$ cat config.mk
export PLATFORM = sky130hd
export DESIGN_NAME = mem_arbiter
export DESIGN_NICKNAME = d
export VERILOG_FILES = /design/src/rtl/mem_arbiter.sv
export SDC_FILE = /design/constraint.sdc
export NUM_CORES = 1
export LEC_CHECK = 0
export CAP_MARGIN = 20
export CORE_ASPECT_RATIO = 0.9
export CORE_UTILIZATION = 43
export CTS_CLUSTER_SIZE = 10
export DETAILED_ROUTE_END_ITERATION = 10
export DONT_BUFFER_PORTS = 1
export HOLD_SLACK_MARGIN = 0.06
export SLEW_MARGIN = 10
export SYNTH_ARGS = -nofsm -noshare
export SYNTH_HDL_FRONTEND = slang
export SYNTH_SLANG_ARGS = --single-unit
$ cat constraint.sdc
create_clock -name clock -period 4.2 [get_ports clock]
set_input_delay 0.63 -clock clock [delete_from_list [all_inputs] [get_ports clock]]
set_output_delay 0.63 -clock clock [all_outputs]
set_load 0.02 [all_outputs]
$ cat src/rtl/mem_arbiter.sv
// Two-port memory arbiter: data-side priority with a fetch starvation guard and a registered
// request/ack/valid handshake. Optional region checking is enabled by defining MEM_ARB_ERR_EN.
module mem_arbiter #(
    parameter int               WIDTH        = 32,
    parameter logic [WIDTH-1:0] ROM_LIMIT    = WIDTH'(32'h1000_0000),
    parameter int               STARVE_LIMIT = 4
) (
    input  logic             clock,
    input  logic             reset_n,
    input  logic             if_req_i,
    input  logic [WIDTH-1:0] if_addr_i,
    output logic             if_ack_o,
    output logic             if_valid_o,
    output logic [WIDTH-1:0] if_rdata_o,
    input  logic             dm_req_i,
    input  logic             dm_we_i,
    input  logic [WIDTH-1:0] dm_addr_i,
    input  logic [WIDTH-1:0] dm_wdata_i,
    output logic             dm_ack_o,
    output logic             dm_valid_o,
    output logic [WIDTH-1:0] dm_rdata_o,
    output logic             mem_we_o,
    output logic [WIDTH-1:0] mem_addr_o,
    output logic [WIDTH-1:0] mem_wdata_o,
    input  logic [WIDTH-1:0] mem_rdata_i,
    output logic             err_o,
    output logic [WIDTH-1:0] err_addr_o
);

    localparam int CNT_W = (STARVE_LIMIT < 1) ? 1 : $clog2(STARVE_LIMIT + 1);
    localparam logic [CNT_W-1:0] CNT_MAX = CNT_W'(STARVE_LIMIT);

`ifdef MEM_ARB_ERR_EN
    localparam logic ERR_EN = 1'b1;
`else
    localparam logic ERR_EN = 1'b0;
`endif

    typedef enum logic [1:0] {
        ST_IDLE   = 2'd0,
        ST_ACC_IF = 2'd1,
        ST_ACC_DM = 2'd2
    } state_t;

    state_t           r_state;
    state_t           w_state_nxt;
    logic [CNT_W-1:0] r_starve_cnt;
    logic [CNT_W-1:0] w_cnt_nxt;

    logic [WIDTH-1:0] r_addr;
    logic [WIDTH-1:0] r_wdata;
    logic             r_we;
    logic             r_mem_we;
    logic             r_if_ack;
    logic             r_dm_ack;
    logic             r_if_valid;
    logic             r_dm_valid;
    logic [WIDTH-1:0] r_if_rdata;
    logic [WIDTH-1:0] r_dm_rdata;
    logic             r_err;
    logic [WIDTH-1:0] r_err_addr;

    logic             w_starved;
    logic             w_dm_win;
    logic             w_if_win;
    logic             w_if_viol;
    logic             w_wr_viol;
    logic [WIDTH-1:0] w_addr_nxt;
    logic [WIDTH-1:0] w_wdata_nxt;
    logic             w_we_nxt;
    logic             w_mem_we_nxt;
    logic             w_if_valid_nxt;
    logic             w_dm_valid_nxt;
    logic [WIDTH-1:0] w_if_rdata_nxt;
    logic [WIDTH-1:0] w_dm_rdata_nxt;
    logic             w_err_nxt;
    logic [WIDTH-1:0] w_err_addr_nxt;

    assign w_starved = (r_starve_cnt == CNT_MAX);
    assign w_dm_win  = dm_req_i & ~w_starved;
    assign w_if_win  = if_req_i & ~w_dm_win;

    // Region checks evaluated against the winning request at grant time.
    assign w_if_viol = ERR_EN & w_if_win & (if_addr_i >= ROM_LIMIT);
    assign w_wr_viol = ERR_EN & w_dm_win & dm_we_i & (dm_addr_i < ROM_LIMIT);

    // Next-state, starvation counter and grant latches.
    always_comb begin
        w_state_nxt  = ST_IDLE;
        w_cnt_nxt    = r_starve_cnt;
        w_addr_nxt   = r_addr;
        w_wdata_nxt  = r_wdata;
        w_we_nxt     = 1'b0;
        w_mem_we_nxt = 1'b0;
        if (w_dm_win) begin
            w_state_nxt  = ST_ACC_DM;
            w_addr_nxt   = dm_addr_i;
            w_wdata_nxt  = dm_wdata_i;
            w_we_nxt     = dm_we_i;
            w_mem_we_nxt = dm_we_i & ~w_wr_viol;
            if (if_req_i && (r_starve_cnt != CNT_MAX)) begin
                w_cnt_nxt = r_starve_cnt + CNT_W'(1);
            end else if (if_req_i) begin
                w_cnt_nxt = r_starve_cnt;
            end else begin
                w_cnt_nxt = {CNT_W{1'b0}};
            end
        end else if (w_if_win) begin
            w_state_nxt = ST_ACC_IF;
            w_addr_nxt  = if_addr_i;
            w_cnt_nxt   = {CNT_W{1'b0}};
        end else begin
            w_state_nxt = ST_IDLE;
            w_cnt_nxt   = {CNT_W{1'b0}};
        end
    end

    // Completion of the access that is closing at this edge.
    always_comb begin
        w_if_valid_nxt = 1'b0;
        w_dm_valid_nxt = 1'b0;
        w_if_rdata_nxt = r_if_rdata;
        w_dm_rdata_nxt = r_dm_rdata;
        case (r_state)
            ST_ACC_IF: begin
                w_if_valid_nxt = 1'b1;
                w_if_rdata_nxt = mem_rdata_i;
            end
            ST_ACC_DM: begin
                w_dm_valid_nxt = 1'b1;
                if (!r_we) begin
                    w_dm_rdata_nxt = mem_rdata_i;
                end else begin
                    w_dm_rdata_nxt = r_dm_rdata;
                end
            end
            default: begin
                w_if_valid_nxt = 1'b0;
                w_dm_valid_nxt = 1'b0;
            end
        endcase
    end

    // Sticky error flag; only the first offending address is kept.
    always_comb begin
        w_err_nxt      = r_err | w_if_viol | w_wr_viol;
        w_err_addr_nxt = r_err_addr;
        if (!r_err && w_if_viol) begin
            w_err_addr_nxt = if_addr_i;
        end else if (!r_err && w_wr_viol) begin
            w_err_addr_nxt = dm_addr_i;
        end else begin
            w_err_addr_nxt = r_err_addr;
        end
    end

    // FSM state and starvation counter.
    always_ff @(posedge clock or negedge reset_n) begin
        if (!reset_n) begin
            r_state      <= ST_IDLE;
            r_starve_cnt <= {CNT_W{1'b0}};
        end else begin
            r_state      <= w_state_nxt;
            r_starve_cnt <= w_cnt_nxt;
        end
    end

    // Registered datapath and handshake outputs.
    always_ff @(posedge clock or negedge reset_n) begin
        if (!reset_n) begin
            r_addr     <= {WIDTH{1'b0}};
            r_wdata    <= {WIDTH{1'b0}};
            r_we       <= 1'b0;
            r_mem_we   <= 1'b0;
            r_if_ack   <= 1'b0;
            r_dm_ack   <= 1'b0;
            r_if_valid <= 1'b0;
            r_dm_valid <= 1'b0;
            r_if_rdata <= {WIDTH{1'b0}};
            r_dm_rdata <= {WIDTH{1'b0}};
            r_err      <= 1'b0;
            r_err_addr <= {WIDTH{1'b0}};
        end else begin
            r_addr     <= w_addr_nxt;
            r_wdata    <= w_wdata_nxt;
            r_we       <= w_we_nxt;
            r_mem_we   <= w_mem_we_nxt;
            r_if_ack   <= w_if_win;
            r_dm_ack   <= w_dm_win;
            r_if_valid <= w_if_valid_nxt;
            r_dm_valid <= w_dm_valid_nxt;
            r_if_rdata <= w_if_rdata_nxt;
            r_dm_rdata <= w_dm_rdata_nxt;
            r_err      <= w_err_nxt;
            r_err_addr <= w_err_addr_nxt;
        end
    end

    assign if_ack_o    = r_if_ack;
    assign if_valid_o  = r_if_valid;
    assign if_rdata_o  = r_if_rdata;
    assign dm_ack_o    = r_dm_ack;
    assign dm_valid_o  = r_dm_valid;
    assign dm_rdata_o  = r_dm_rdata;
    assign mem_we_o    = r_mem_we;
    assign mem_addr_o  = r_addr;
    assign mem_wdata_o = r_wdata;
    assign err_o       = r_err;
    assign err_addr_o  = r_err_addr;

endmodule

==> impl_metrics.tcl <==
set metrics [dict create \
    setup_ws_ns 2.18 \
    worst-path-max-fanout 36 \
    grtUsageTotal_pct 15.7 \
    r2r_cells 6 \
    yosys.area.top_type "dfrtp_1" \
    cts_tree "done" \
    fin_cells 570 \
    fin_crit_ns 2.02 \
    crit_type "reg2reg" \
    stdcell_area_sq_um 6650 \
    yosysMostFrequentCell "dfrtp_1" \
    setup_viol 0 \
    drive_gt1_share_pct 51.4 \
    cts_resized 0 \
    critPathArrivalTime_ns 2.32 \
    post_cts_buffers 0 \
    synth_common_cells "136 x dfrtp_1, 84 x mux2_2, 74 x mux2_4" \
    overflow 0 \
    antenna_found_initial 0 \
    max_freq_mhz 495 \
    synthTopCellsByArea "dfrtp_1 56%, mux2_4 18%, mux2_2 16%" \
    finalPower_mw 3.76 \
    finalCritPeriodShare_pct 48.1 \
    firstDrtPassIters 4 \
    core_sq_um 13600 \
    syn_area_sq_um 6060 \
    insertion_delay_ns 0.41 \
    reg2reg_from "r_starve_cnt[0]" \
    synth_warnings 0 \
    die_x_um 127 \
    cts.sinks 136 \
    floorplan.initialDensity_pct 44.7 \
    die_area_sq_um 14600 \
    synthToLayoutAreaGrowth_pct 9.64 \
    outcome "finished, final reports clean" \
    power_density_nw_per_um2 566 \
    rsz0062_at_grt "no" \
    ir_worst_vdd_mv 0.254 \
    vias_per_cell 4.91 \
    ant_nets 0 \
    max_slew.worst_pin.slew_ns 0.844 \
    syn_avg_cell_area_sq_um 16.6 \
    synth_top_area_share_pct 56.1 \
    drc 0 \
    vias 2796 \
    ys_ff_latch 136 \
    drv_slew 0 \
    start_kind "flop" \
    fin_util_pct 49.0 \
    grt_pass1_vias 2929 \
    cts_root_buffer "clkbuf_16" \
    cp-end-kind "flop" \
    leakage_nw 3.05 \
    syn_inst 365 \
    synth_edf_count 0 \
    synthArstFlopShare_pct 100 \
    cp.required_ns 4.49 \
    hold_slack_ns 0.180 \
    hold_viol 0 \
    wl_per_cell_um 20.0 \
    portBuffers 0 \
    ys_seq_area_share_pct 56.1 \
    finalClockSkew_ns 0.00415 \
    gp_congestion 0.693 \
    h-tree-depth 4 \
    setup_tns_ns 0 \
    row_count 40 \
    die_h_um 115 \
    grt_first_pass_wirelength_um 16900 \
    r2r_slack_ns 2.18 \
    ys_types 21 \
    dp_hpwl_um 8010 \
    placed_cells 537 \
    clk_pin_slew_worst_paths_ns 0.06 \
    ys.flop_type "dfrtp_1" \
    reg2reg_to "mem_wdata_o[2]" \
    wirelength_um 11400 \
    cap_violations 0 \
    grt_max_degree 137 \
    max_slew_margin_pct 43.7 \
    cts.path.max_buffers 2 \
    io_pins 299 \
    placed_area_sq_um 5990 \
    antenna_cells 0 \
    numCtsBuffers 17 \
    layout.nets 503 \
    drt_iter0_drc 92 \
    hp-class "in2async" \
    place_ws_ns 2.09 \
]
## layout by cell type, fill, tap and decap left out, types with 2 or more instances in the layout
cell type	count
buf_4	2
mux2_2	84
inv_6	2
inv_1	4
clkbuf_16	17
dfrtp_1	136
conb_1	33
clkinv_4	2
bufinv_16	3
mux2_1	2
mux2_4	74
nor3_1	2
clkinvlp_4	2
ha_1	2
clkbuf_8	5
## worst max-delay path by stage
stage	startpoint	to	slack (ns)	depth (start not counted)
6_report	r_starve_cnt[0]	mem_wdata_o[2]	2.18	6
3_3_place_gp	dm_req_i	mem_wdata_o[17]	2.13	4
2_1_floorplan	dm_req_i	mem_wdata_o[10]	2.59	5
4_1_cts	r_state[0]	dm_rdata_o[11]	2.15	3
5_1_grt	r_starve_cnt[0]	mem_wdata_o[6]	2.07	6
3_5_place_dp	dm_req_i	mem_wdata_o[18]	2.09	4
## timing repair
item / 4_1_cts / 5_1_grt
endpoints found under the setup margin: 0 / 0
hold endpoints to repair: 136 / 0
hold buffers: 1 / 0
## cells by family after synthesis
kind of cell | synth area share (%)
muxes | 34.3
DFF | 56.1
buffers and inverters | 7.84
and+or+nand+nor | 0.949
adders and majority gates | 0.413
other | 0.0618
AOI/OAI and AO/OA | 0.165
xor gates and xnor gates | 0.144
## critical path, stage by stage, from the launching register on
cell and delay (ns):
dfrtp_1 0.38, inv_1 0.06, ha_1 0.19, a21bo_2 0.18, buf_4 0.29, inv_6 0.39
mux2_2 0.38
## flip-flops by register name, summed over array words and instances, names as in the netlist
name	cells
dm_rdata_o	32
if_rdata_o	32
mem_addr_o	32
mem_wdata_o	32
r_starve_cnt	3
dm_ack_o	1
dm_valid_o	1
if_valid_o	1
mem_we_o	1
r_state	1
## layer usage
metal / share of wire (%) / wire (um) / track usage (%) / up-vias
met4: 2.0 / 226 / 7.94 / 0
met5: 0 / 0 / 0 / -
li1: - / - / - / 1217
met3: 12 / 1310 / 7.85 / 18
met1: 37 / 4220 / 17.4 / 1376
met2: 49 / 5640 / 25.1 / 185
## cell type report
type	count	area, sq um
Fill cell	1156	6920
Multi-Input combinational cell	205	2310
Clock buffer	23	498
Sequential cell	136	3400
Timing Repair Buffer	3	42.5
Tap cell	189	236
Inverter	5	23.8
Clock inverter	9	136
## report_power, final
| part | internal (mW) | switching [mW] | leakage, nW |
|---|---|---|---|
| clock network | 1.02 | 0.539 | 0.306 |
| registers | 1.49 | 0.362 | 1.60 |
| logic | 0.223 | 0.131 | 1.15 |
(Power assumes the default switching activity.)
